[src/rtl/lpc_host.sv]
// ---------------------------------------------------------------------------
// lpc_host -- LPC host controller for single-byte I/O read and write cycles.
//
// Drives START, CYCTYPE, ADDR, (WDATA), HTAR on LAD, then waits for the
// peripheral SYNC. A read captures two data nibbles. Every cycle ends with a
// peripheral turnaround and a one-cycle Done pulse.
//
// Optional feature macro: LPC_HOST_ABORT_EN. When it is defined, a SYNC
// timeout drives the LPC abort pattern (LFRAME# low with LAD=1111 for 4
// cycles). When it is undefined, a timeout ends the cycle quietly.
//
// Ports:
//   i_LpcClock  33 MHz LPC clock (single domain)
//   i_PciReset  synchronous active-high reset
//   i_Req       request; i_ReqWr/i_ReqAddr/i_ReqData are latched on START
//   i_ReqWr     1 = I/O write, 0 = I/O read
//   i_ReqAddr   16-bit I/O address
//   i_ReqData   write data
//   o_Busy      transaction in progress
//   o_Done      one-cycle completion pulse
//   o_Err       qualifies o_Done: SYNC error or timeout
//   o_RdData    read data, updated only when a read completes without error
//   o_LpcFrame  LFRAME#, active low
//   o_LadOut    LAD drive value
//   o_LadOe     LAD output enable (the pad tristate is outside this block)
//   i_LadIn     LAD sampled value
//
// All outputs are registered. They are decoded from the *next* state, so the
// bus shows state S during the cycle in which r_state == S. LAD is sampled at
// the edge that ends that bus cycle.
// ---------------------------------------------------------------------------
module lpc_host #(
  parameter int SYNC_TIMEOUT = 8,
  parameter int LWAIT_LIMIT  = 255
) (
  input  logic        i_LpcClock,
  input  logic        i_PciReset,
  input  logic        i_Req,
  input  logic        i_ReqWr,
  input  logic [15:0] i_ReqAddr,
  input  logic [7:0]  i_ReqData,
  output logic        o_Busy,
  output logic        o_Done,
  output logic        o_Err,
  output logic [7:0]  o_RdData,
  output logic        o_LpcFrame,
  output logic [3:0]  o_LadOut,
  output logic        o_LadOe,
  input  logic [3:0]  i_LadIn
);

  localparam int SW = $clog2(SYNC_TIMEOUT + 1);
  localparam int LW = $clog2(LWAIT_LIMIT + 1);
  localparam logic [SW-1:0] S_LAST = SW'(SYNC_TIMEOUT - 1);
  localparam logic [LW-1:0] L_LAST = LW'(LWAIT_LIMIT - 1);

  typedef enum logic [3:0] {
    S_IDLE, S_START, S_CYCTYPE, S_ADDR, S_WDATA, S_HTAR,
    S_SYNC, S_RDATA, S_PTAR, S_ABORT, S_DONE
  } state_t;

  state_t        r_state, w_state_n;
  logic [1:0]    r_cnt,   w_cnt_n;     // nibble / phase index within a state
  logic [SW-1:0] r_scnt,  w_scnt_n;    // SYNC cycles without a valid code
  logic [LW-1:0] r_lcnt,  w_lcnt_n;    // consecutive long-wait SYNC cycles
  logic          r_err,   w_err_n;
  logic [7:0]    r_rbuf,  w_rbuf_n;    // read shadow; copied out on DONE
  logic          r_wr;
  logic [15:0]   r_addr;
  logic [7:0]    r_data;
`ifdef LPC_HOST_ABORT_EN
  logic [2:0]    r_acnt,  w_acnt_n;
`endif

  // Output values for the next cycle.
  logic       w_frame_n, w_oe_n, w_busy_n, w_done_n, w_err_out_n;
  logic [3:0] w_lad_n;

  // -------------------------------------------------------------------------
  // Next-state logic
  // -------------------------------------------------------------------------
  always_comb begin
    w_state_n = r_state;
    w_cnt_n   = r_cnt;
    w_scnt_n  = r_scnt;
    w_lcnt_n  = r_lcnt;
    w_err_n   = r_err;
    w_rbuf_n  = r_rbuf;
`ifdef LPC_HOST_ABORT_EN
    w_acnt_n  = r_acnt;
`endif
    case (r_state)
      S_IDLE: begin
        if (i_Req) begin
          w_state_n = S_START;
          w_cnt_n   = '0;
          w_scnt_n  = '0;
          w_lcnt_n  = '0;
          w_err_n   = 1'b0;
`ifdef LPC_HOST_ABORT_EN
          w_acnt_n  = '0;
`endif
        end
      end
      S_START:   w_state_n = S_CYCTYPE;
      S_CYCTYPE: begin
        w_state_n = S_ADDR;
        w_cnt_n   = '0;
      end
      S_ADDR: begin
        if (r_cnt == 2'd3) begin
          w_state_n = r_wr ? S_WDATA : S_HTAR;
          w_cnt_n   = '0;
        end else begin
          w_cnt_n = r_cnt + 2'd1;
        end
      end
      S_WDATA: begin
        if (r_cnt[0]) begin
          w_state_n = S_HTAR;
          w_cnt_n   = '0;
        end else begin
          w_cnt_n = 2'd1;
        end
      end
      S_HTAR: begin
        if (r_cnt[0]) begin
          w_state_n = S_SYNC;
          w_cnt_n   = '0;
          w_scnt_n  = '0;
          w_lcnt_n  = '0;
        end else begin
          w_cnt_n = 2'd1;
        end
      end
      S_SYNC: begin
        case (i_LadIn)
          4'b0000: begin
            w_state_n = r_wr ? S_PTAR : S_RDATA;
            w_cnt_n   = '0;
          end
          4'b0110: begin
            // A long wait restarts the short-wait budget.
            w_scnt_n = '0;
            if (r_lcnt == L_LAST) begin
              w_err_n   = 1'b1;
              w_state_n = S_ABORT;
            end else begin
              w_lcnt_n = r_lcnt + 1'b1;
            end
          end
          4'b1010: begin
            // Peripheral error: read data is not transferred.
            w_err_n   = 1'b1;
            w_state_n = S_PTAR;
            w_cnt_n   = '0;
          end
          default: begin
            // Short wait (0101) and unknown codes share the timeout budget.
            w_lcnt_n = '0;
            if (r_scnt == S_LAST) begin
              w_err_n   = 1'b1;
              w_state_n = S_ABORT;
            end else begin
              w_scnt_n = r_scnt + 1'b1;
            end
          end
        endcase
      end
      S_RDATA: begin
        if (r_cnt[0]) begin
          w_rbuf_n[7:4] = i_LadIn;
          w_state_n     = S_PTAR;
          w_cnt_n       = '0;
        end else begin
          w_rbuf_n[3:0] = i_LadIn;
          w_cnt_n       = 2'd1;
        end
      end
      S_PTAR: begin
        if (r_cnt[0]) begin
          w_state_n = S_DONE;
          w_cnt_n   = '0;
        end else begin
          w_cnt_n = 2'd1;
        end
      end
      S_ABORT: begin
`ifdef LPC_HOST_ABORT_EN
        // Counts 0..3 drive the abort pattern, count 4 releases the bus.
        if (r_acnt == 3'd4) w_state_n = S_DONE;
        else                w_acnt_n  = r_acnt + 3'd1;
`else
        w_state_n = S_DONE;
`endif
      end
      S_DONE:  w_state_n = S_IDLE;
      default: w_state_n = S_IDLE;
    endcase
  end

  // -------------------------------------------------------------------------
  // Output decode from the next state
  // -------------------------------------------------------------------------
  always_comb begin
    w_frame_n   = 1'b1;
    w_lad_n     = 4'hF;
    w_oe_n      = 1'b0;
    w_busy_n    = 1'b1;
    w_done_n    = 1'b0;
    w_err_out_n = 1'b0;
    case (w_state_n)
      S_IDLE:  w_busy_n = 1'b0;
      S_START: begin
        w_frame_n = 1'b0;
        w_lad_n   = 4'h0;
        w_oe_n    = 1'b1;
      end
      S_CYCTYPE: begin
        w_lad_n = r_wr ? 4'b0010 : 4'b0000;
        w_oe_n  = 1'b1;
      end
      S_ADDR: begin
        w_oe_n = 1'b1;
        case (w_cnt_n)
          2'd0:    w_lad_n = r_addr[15:12];
          2'd1:    w_lad_n = r_addr[11:8];
          2'd2:    w_lad_n = r_addr[7:4];
          default: w_lad_n = r_addr[3:0];
        endcase
      end
      S_WDATA: begin
        w_oe_n  = 1'b1;
        w_lad_n = w_cnt_n[0] ? r_data[7:4] : r_data[3:0];
      end
      S_HTAR:  w_oe_n = ~w_cnt_n[0];  // drive 1111 first, then release
      S_ABORT: begin
`ifdef LPC_HOST_ABORT_EN
        if (w_acnt_n != 3'd4) begin
          w_frame_n = 1'b0;
          w_oe_n    = 1'b1;
        end
`endif
      end
      S_DONE: begin
        w_busy_n    = 1'b0;
        w_done_n    = 1'b1;
        w_err_out_n = w_err_n;
      end
      default: ;
    endcase
  end

  // -------------------------------------------------------------------------
  // Registers
  // -------------------------------------------------------------------------
  always_ff @(posedge i_LpcClock) begin
    if (i_PciReset) begin
      r_state    <= S_IDLE;
      r_cnt      <= '0;
      r_scnt     <= '0;
      r_lcnt     <= '0;
      r_err      <= 1'b0;
      r_rbuf     <= '0;
      r_wr       <= 1'b0;
      r_addr     <= '0;
      r_data     <= '0;
`ifdef LPC_HOST_ABORT_EN
      r_acnt     <= '0;
`endif
      o_LpcFrame <= 1'b1;
      o_LadOut   <= 4'hF;
      o_LadOe    <= 1'b0;
      o_Busy     <= 1'b0;
      o_Done     <= 1'b0;
      o_Err      <= 1'b0;
      o_RdData   <= '0;
    end else begin
      r_state    <= w_state_n;
      r_cnt      <= w_cnt_n;
      r_scnt     <= w_scnt_n;
      r_lcnt     <= w_lcnt_n;
      r_err      <= w_err_n;
      r_rbuf     <= w_rbuf_n;
`ifdef LPC_HOST_ABORT_EN
      r_acnt     <= w_acnt_n;
`endif
      // Request fields are captured once, on the edge that enters START.
      if (r_state == S_IDLE && i_Req) begin
        r_wr   <= i_ReqWr;
        r_addr <= i_ReqAddr;
        r_data <= i_ReqData;
      end
      o_LpcFrame <= w_frame_n;
      o_LadOut   <= w_lad_n;
      o_LadOe    <= w_oe_n;
      o_Busy     <= w_busy_n;
      o_Done     <= w_done_n;
      o_Err      <= w_err_out_n;
      // Read data becomes visible together with a clean read completion.
      if (w_state_n == S_DONE && !r_wr && !w_err_n)
        o_RdData <= w_rbuf_n;
    end
  end

endmodule

[config.mk]
export PLATFORM = sky130hd
export DESIGN_NAME = lpc_host
export DESIGN_NICKNAME = d
export VERILOG_FILES = /design/src/rtl/lpc_host.sv
export SDC_FILE = /design/constraint.sdc
export NUM_CORES = 1
export LEC_CHECK = 0
export BUFFER_PORTS_ARGS = -buffer_cell sky130_fd_sc_hd__buf_2
export CORE_UTILIZATION = 60
export CTS_CLUSTER_DIAMETER = 50
export CTS_CLUSTER_SIZE = 40
export DETAILED_ROUTE_END_ITERATION = 10
export PLACE_DENSITY = 0.87
export SYNTH_ARGS = -nofsm -noshare
export SYNTH_HDL_FRONTEND = slang
export SYNTH_SLANG_ARGS = --single-unit
[constraint.sdc]
create_clock -name i_LpcClock -period 5 [get_ports i_LpcClock]
set_clock_uncertainty 0.05 [all_clocks]
set_input_delay 1 -clock i_LpcClock [delete_from_list [all_inputs] [get_ports i_LpcClock]]
set_output_delay 1 -clock i_LpcClock [all_outputs]
set_load 0.1 [all_outputs]
; ---- After elaboration in Yosys (flattened, before gate mapping)
; Index checks and enable logic that the tools add are counted.
[word_totals]
elab_cells = 108
input_bits = 32
register_bits = 69
output_inout_bits = 17
[classes]
n_bitwise = 2
reduce_logical = 17
n_addsub = 3
mux = 43
n_eq_ne = 27
[op_table]
columns = operator, count
row1 = two-way mux 4 bit, 15
row2 = case mux 4 bit (10 select lines), 1
row3 = case mux 4 bit (3 select lines), 3
row4 = "== test 4 x 3 -> 1 bit, second input constant", 8
row5 = two-way mux 8 bit, 4
row6 = case mux 8 bit (3 select lines), 1
row7 = "== test 4 x 2 -> 1 bit, second input constant", 4
row8 = "== test 4 bit, second input constant", 4
row9 = case mux 4 bit (4 select lines), 1
row10 = case mux 8 bit (2 select lines), 1
row11 = logical NOT 4 bit, 3
row12 = case mux 2 bit (5 select lines), 1
row13 = AND reduction 5 bit, 2
row14 = "adder 8 x 1 -> 8 bit, second input constant", 1
row15 = "== test 4 x 1 -> 1 bit, second input constant", 2
row16 = "== test 8 bit, second input constant", 1
row17 = two-way mux 1 bit, 8
row18 = two-way mux 2 bit, 4
row19 = case mux 4 bit (2 select lines), 1
row20 = OR reduction 4 bit, 2
row21 = "inequality test 2 bit, second input constant", 3
row22 = "inequality test 3 bit, second input constant", 2
row23 = OR reduction 2 bit, 3
row24 = "adder 4 x 1 -> 4 bit, second input constant", 1
row25 = other kinds (10), 16

; ---- Depth between registers and ports, before layout
[logic_depth]
ltp_word = 7
mapped_depth = 10
depth_no_buf = 9

; ---- Least setup slack after synthesis
; Ideal clock, no wire load.
[synth_path]
kind = input to register
startpoint = input port i_LadIn[0]
endpoint = register o_RdData[0]
path_buffers = 1
required_time_ns = 4.829
setup_ns = 0.121
slack_ns = 2.102
arrival_time_ns = 2.727
path_stages = 8
path_cell_list = buf_6 > nor4bb_4 > a311oi_1 > o21bai_4 > a211oi_4 > nor3b_4 > nand3b_4 > mux2_4
[synth_between]
elab_chain_cells = 6
word_cells_on_any_way = 13
classes_between = 3 x eq/ne / 6 x mux / 4 x reduce/logical
[synth_lines]
columns = element, line_no
row1 = "start, declared", 49  ; input logic [3:0] i_LadIn
row2 = "== test 4 bit, or another cell as far along", 137  ; case (i_LadIn)
row3 = case mux 4 bit (3 select lines), 137
row4 = case mux 4 bit (10 select lines), 92  ; case (r_state)
row5 = == test 4 bit, 301  ; if (w_state_n == S_DONE && !r_wr && !w_err_n)
row6 = logical AND 1 bit (2 in a row), 301
row7 = "end signal, assigned", 302  ; o_RdData <= w_rbuf_n;
row8 = "end, declared", 45  ; output logic [7:0] o_RdData,
; Parallel ways exist; a longest one is shown, timed or not.
; A chain may end at the register's enable or synchronous reset.

; ---- Worst setup path after layout
[layout_path]
startpoint = input port i_Req
endpoint = register o_RdData[7]
[layout_between]
elab_chain_cells = 5
word_cells_on_any_way = 8
classes_between = 1 x eq/ne / 4 x mux / 3 x reduce/logical
[layout_lines]
columns = element, line_no
row1 = "start, declared", 38  ; input logic i_Req,
row2 = two-way mux 4 bit, 94  ; if (i_Req) begin
row3 = case mux 4 bit (10 select lines), 92
row4 = == test 4 bit, 301
row5 = logical AND 1 bit, 301
row6 = logical AND 1 bit *, 301
; Mark *: on every way between the ends. The rest lies on a longest branch, timed or not.

==> summary.txt <==
Route
  – ANT nets after route: 0
  – Iter 0 DRT Violations: 112
  – DRC: 0
  – WL/cell: ~14 um
  – DRT Wirelength: ~7.1 mm
  – Drt via density: about 5.6
  – Pre-antenna DRT Iters: 4
  – DR vias: approximately 2,900

STA
  – Rel. slew slack: 35.3%
  – Tcrit/Tclk final: 61.0%
  – Final hold vios: 0
  – Slew @ Worst Pin: 0.970 ns
  – Max-slew violation count: 0
  – RSZ-0062 raised after global routing: false
  – Final worst slack: slightly below 2 ns
  – Final setup viols: 0
  – Fmax: between 300 and 400 MHz
  – Minimum clock period: a little over 3 ns
  – Setup_tns: 0 ns

GRT
  – Largest net degree at the start of global routing: a little under 60
  – First-pass GRT wire length: about 12 mm
  – Total track usage: between 20% and 30%
  – Initial antenna violation count: 0
  – Grt total ovfl: 0
  – Vias in the first global route: 2,621

Pwr
  – Peak VDD IR: ~250 uV
  – Leakage: between 1.5 and 2 nW
  – PwrDens: between 300 and 400 mW/mm2

Synthesis
  – Synth top area cells: dfxtp_1 39%, nand2_1 7.7%, a21oi_1 6.7%
  – Most used DFF post-synth: dfxtp_1
  – Synthesized area: between 0.003 and 0.004 mm2
  – Post-synth EDFFs: 0
  – Seq/Total Area, Yosys: around two fifths
  – Yosys cell types: a little over 70
  – Post-Syn Nets: ~430
  – Yosys top cell by area: dfxtp_1
  – Seq cells post-synth: 69
  – Yosys warns: 0
  – Mean post-synth cell area: around 9 um2
  – FFs w/ async S/R, synth: 0%
  – Post-synth top area share: between 30% and 40%
  – Synth Instances: between 300 and 400

Setup path
  – Worst-path fanout max: 26
  – Type of the worst setup path: in2reg
  – R2r endpoint: o_RdData[7]
  – Crit path arrival time: about 3.2 ns
  – Crit path capture: o_RdData[7]
  – R2R Setup Slk: about 2.2 ns
  – R2r startpoint: r_state[0]
  – R2R depth: 7
  – Startpoint Class: input pin
  – CP Capture Type: flip-flop
  – Crit path required time: ~5.2 ns
  – CP startpoint: i_Req

Clock tree
  – Clk_lat worst skew: 0.35 ns
  – CTS tree: built
  – Cts repair resizes: 0
  – Postcts setup bufs: 0
  – Post-CTS Hold Fix Bufs: 0
  – H-tree levels: 3
  – Clock Tree Root: clkbuf_8
  – CTS Buffer Depth: 2
  – CTS clk-pin slew, worst paths: 0.07 ns
  – Sink Count: roughly 70
  – Total CTS buffers: 9

Placement
  – Pre-CTS setup slack: 1.57 ns
  – DP Area: 0.00370 mm2
  – Gpl congestion: 0.819
  – Dpl hpwl: a little under 5 mm
  – Port Buffers: between 40 and 50

Run
  – Max Cap Violations: 0

Cells and area
  – Area grow syn2layout: 10.4%
  – Register area: 0.00138 mm2
  – Commonest non-fill, non-tap cell in the layout: nand2_1
  – Final net count: between 400 and 500
  – Commonest non-fill, non-tap cells in the layout: 72 x nand2_1, 69 x dfxtp_1, 48 x buf_2
  – ANT cells: 0
  – Final Cell Area: slightly below 0.004 mm2
  – Multi-input logic area: between 0.0015 and 0.002 mm2
  – Layout cells sized above 1: a little under a quarter
  – Fillers: around 440

Die
  – Initial core utilization: 62.8%
  – Die H: 78.4 um
  – Row cnt: 27
  – Boundary pin count: between 40 and 50
  – Chip Width: slightly below 80 um
  – Core Footprint: 0.00557 mm2
  – DIE AREA: slightly above 0.006 mm2

Run status
  – Status: finished, final reports clean

Min path
  – HP Class: reg2reg
[worst max-delay path: stages]
cell and delay [ns]:
buf_2 0.09, or2b_1 0.26, or4_1 0.81, nand2_1 0.18
o21ai_0 0.15, a21oi_4 0.19, nand3b_4 0.20, mux2_4 0.34
[synth_stat cells, types with 3 or more instances]
library cell and instances:
nand2_1 72, nand3b_1 3, buf_4 5, inv_1 4, dfxtp_1 69, ha_1 4, and2b_1 10, nor3_1 5
nand3_1 14, nor2_1 36, mux2i_1 5, and3_1 4, mux2_2 7, clkbuf_1 10, and3b_1 4, buf_6 4
nor2b_1 3, mux2_1 5, a22oi_1 5, buf_2 4, o21ai_0 10, xnor2_1 7, a21oi_1 47, mux2_4 8
[registers in the layout, summed over array words and instances (netlist names)]
name and count:
o_Busy 1, o_Done 1, o_Err 1, o_LadOe 1, o_LadOut 4, o_LpcFrame 1
o_RdData 8, r_addr 16, r_cnt 2, r_data 8, r_err 1, r_lcnt 8
r_rbuf 8, r_scnt 4, r_state 4, r_wr 1
[layer usage]
layer | GRT usage [%] | up-vias | wire length (um)
met5 | 0 | - | 0
met4 | 10.4 | 0 | 152
met3 | 5.93 | 19 | 326
met2 | 41.8 | 98 | 3480
met1 | 31.0 | 1313 | 3170
li1 | - | 1446 | -
[report_power, final]
group	switching, mW	internal, mW
combinational	0.186	0.0756
sequential	0.0271	0.582
clock	0.216	0.179
total	0.430	0.836
[kinds of logic after synthesis]
family                   after synthesis  synth area share (%)
AO/OA/AOI/OAI                         86                  16.1
XOR/XNOR                               8                  2.00
adder cells (fa/ha/maj)                4                  1.43
buffers and inverters                 28                  4.68
flip-flops                            69                  39.5
multiplexers                          25                  8.72
AND/OR/NAND/NOR                      177                  27.6
[worst min path at each step]
stage,slack (ns),cells past startpoint,endpoint,start
finish,0.40,2,r_data[5],r_data[5]
global route,0.42,2,r_data[4],r_data[4]
CTS,0.41,2,r_data[5],r_data[5]
detailed placement,0.40,2,r_data[7],r_data[7]
global placement,0.39,2,r_data[7],r_data[7]
floorplan,0.38,2,r_addr[10],r_addr[10]
[area by class of cell]
| type | count | area share, % |
|---|---|---|
| Multi-Input combinational cell | 300 | 50.8 |
| Sequential cell | 69 | 35.7 |
| Timing Repair Buffer | 49 | 6.41 |
| Clock buffer | 10 | 3.30 |
| Tap cell | 72 | 2.33 |
| Clock inverter | 6 | 1.00 |
| Inverter | 4 | 0.388 |
[metrics by stage]
step	power [mW]	hold WS, ns	util [%]	instances
after floorplan	0.832	0.382	-	397
after global routing	1.32	0.424	69.3	510
after detailed placement	0.880	0.396	66.4	494
after global placement	0.874	0.392	66.4	494
after CTS	1.27	0.406	69.3	510
final	1.27	0.405	69.3	510
(Power assumes the default switching activity.)
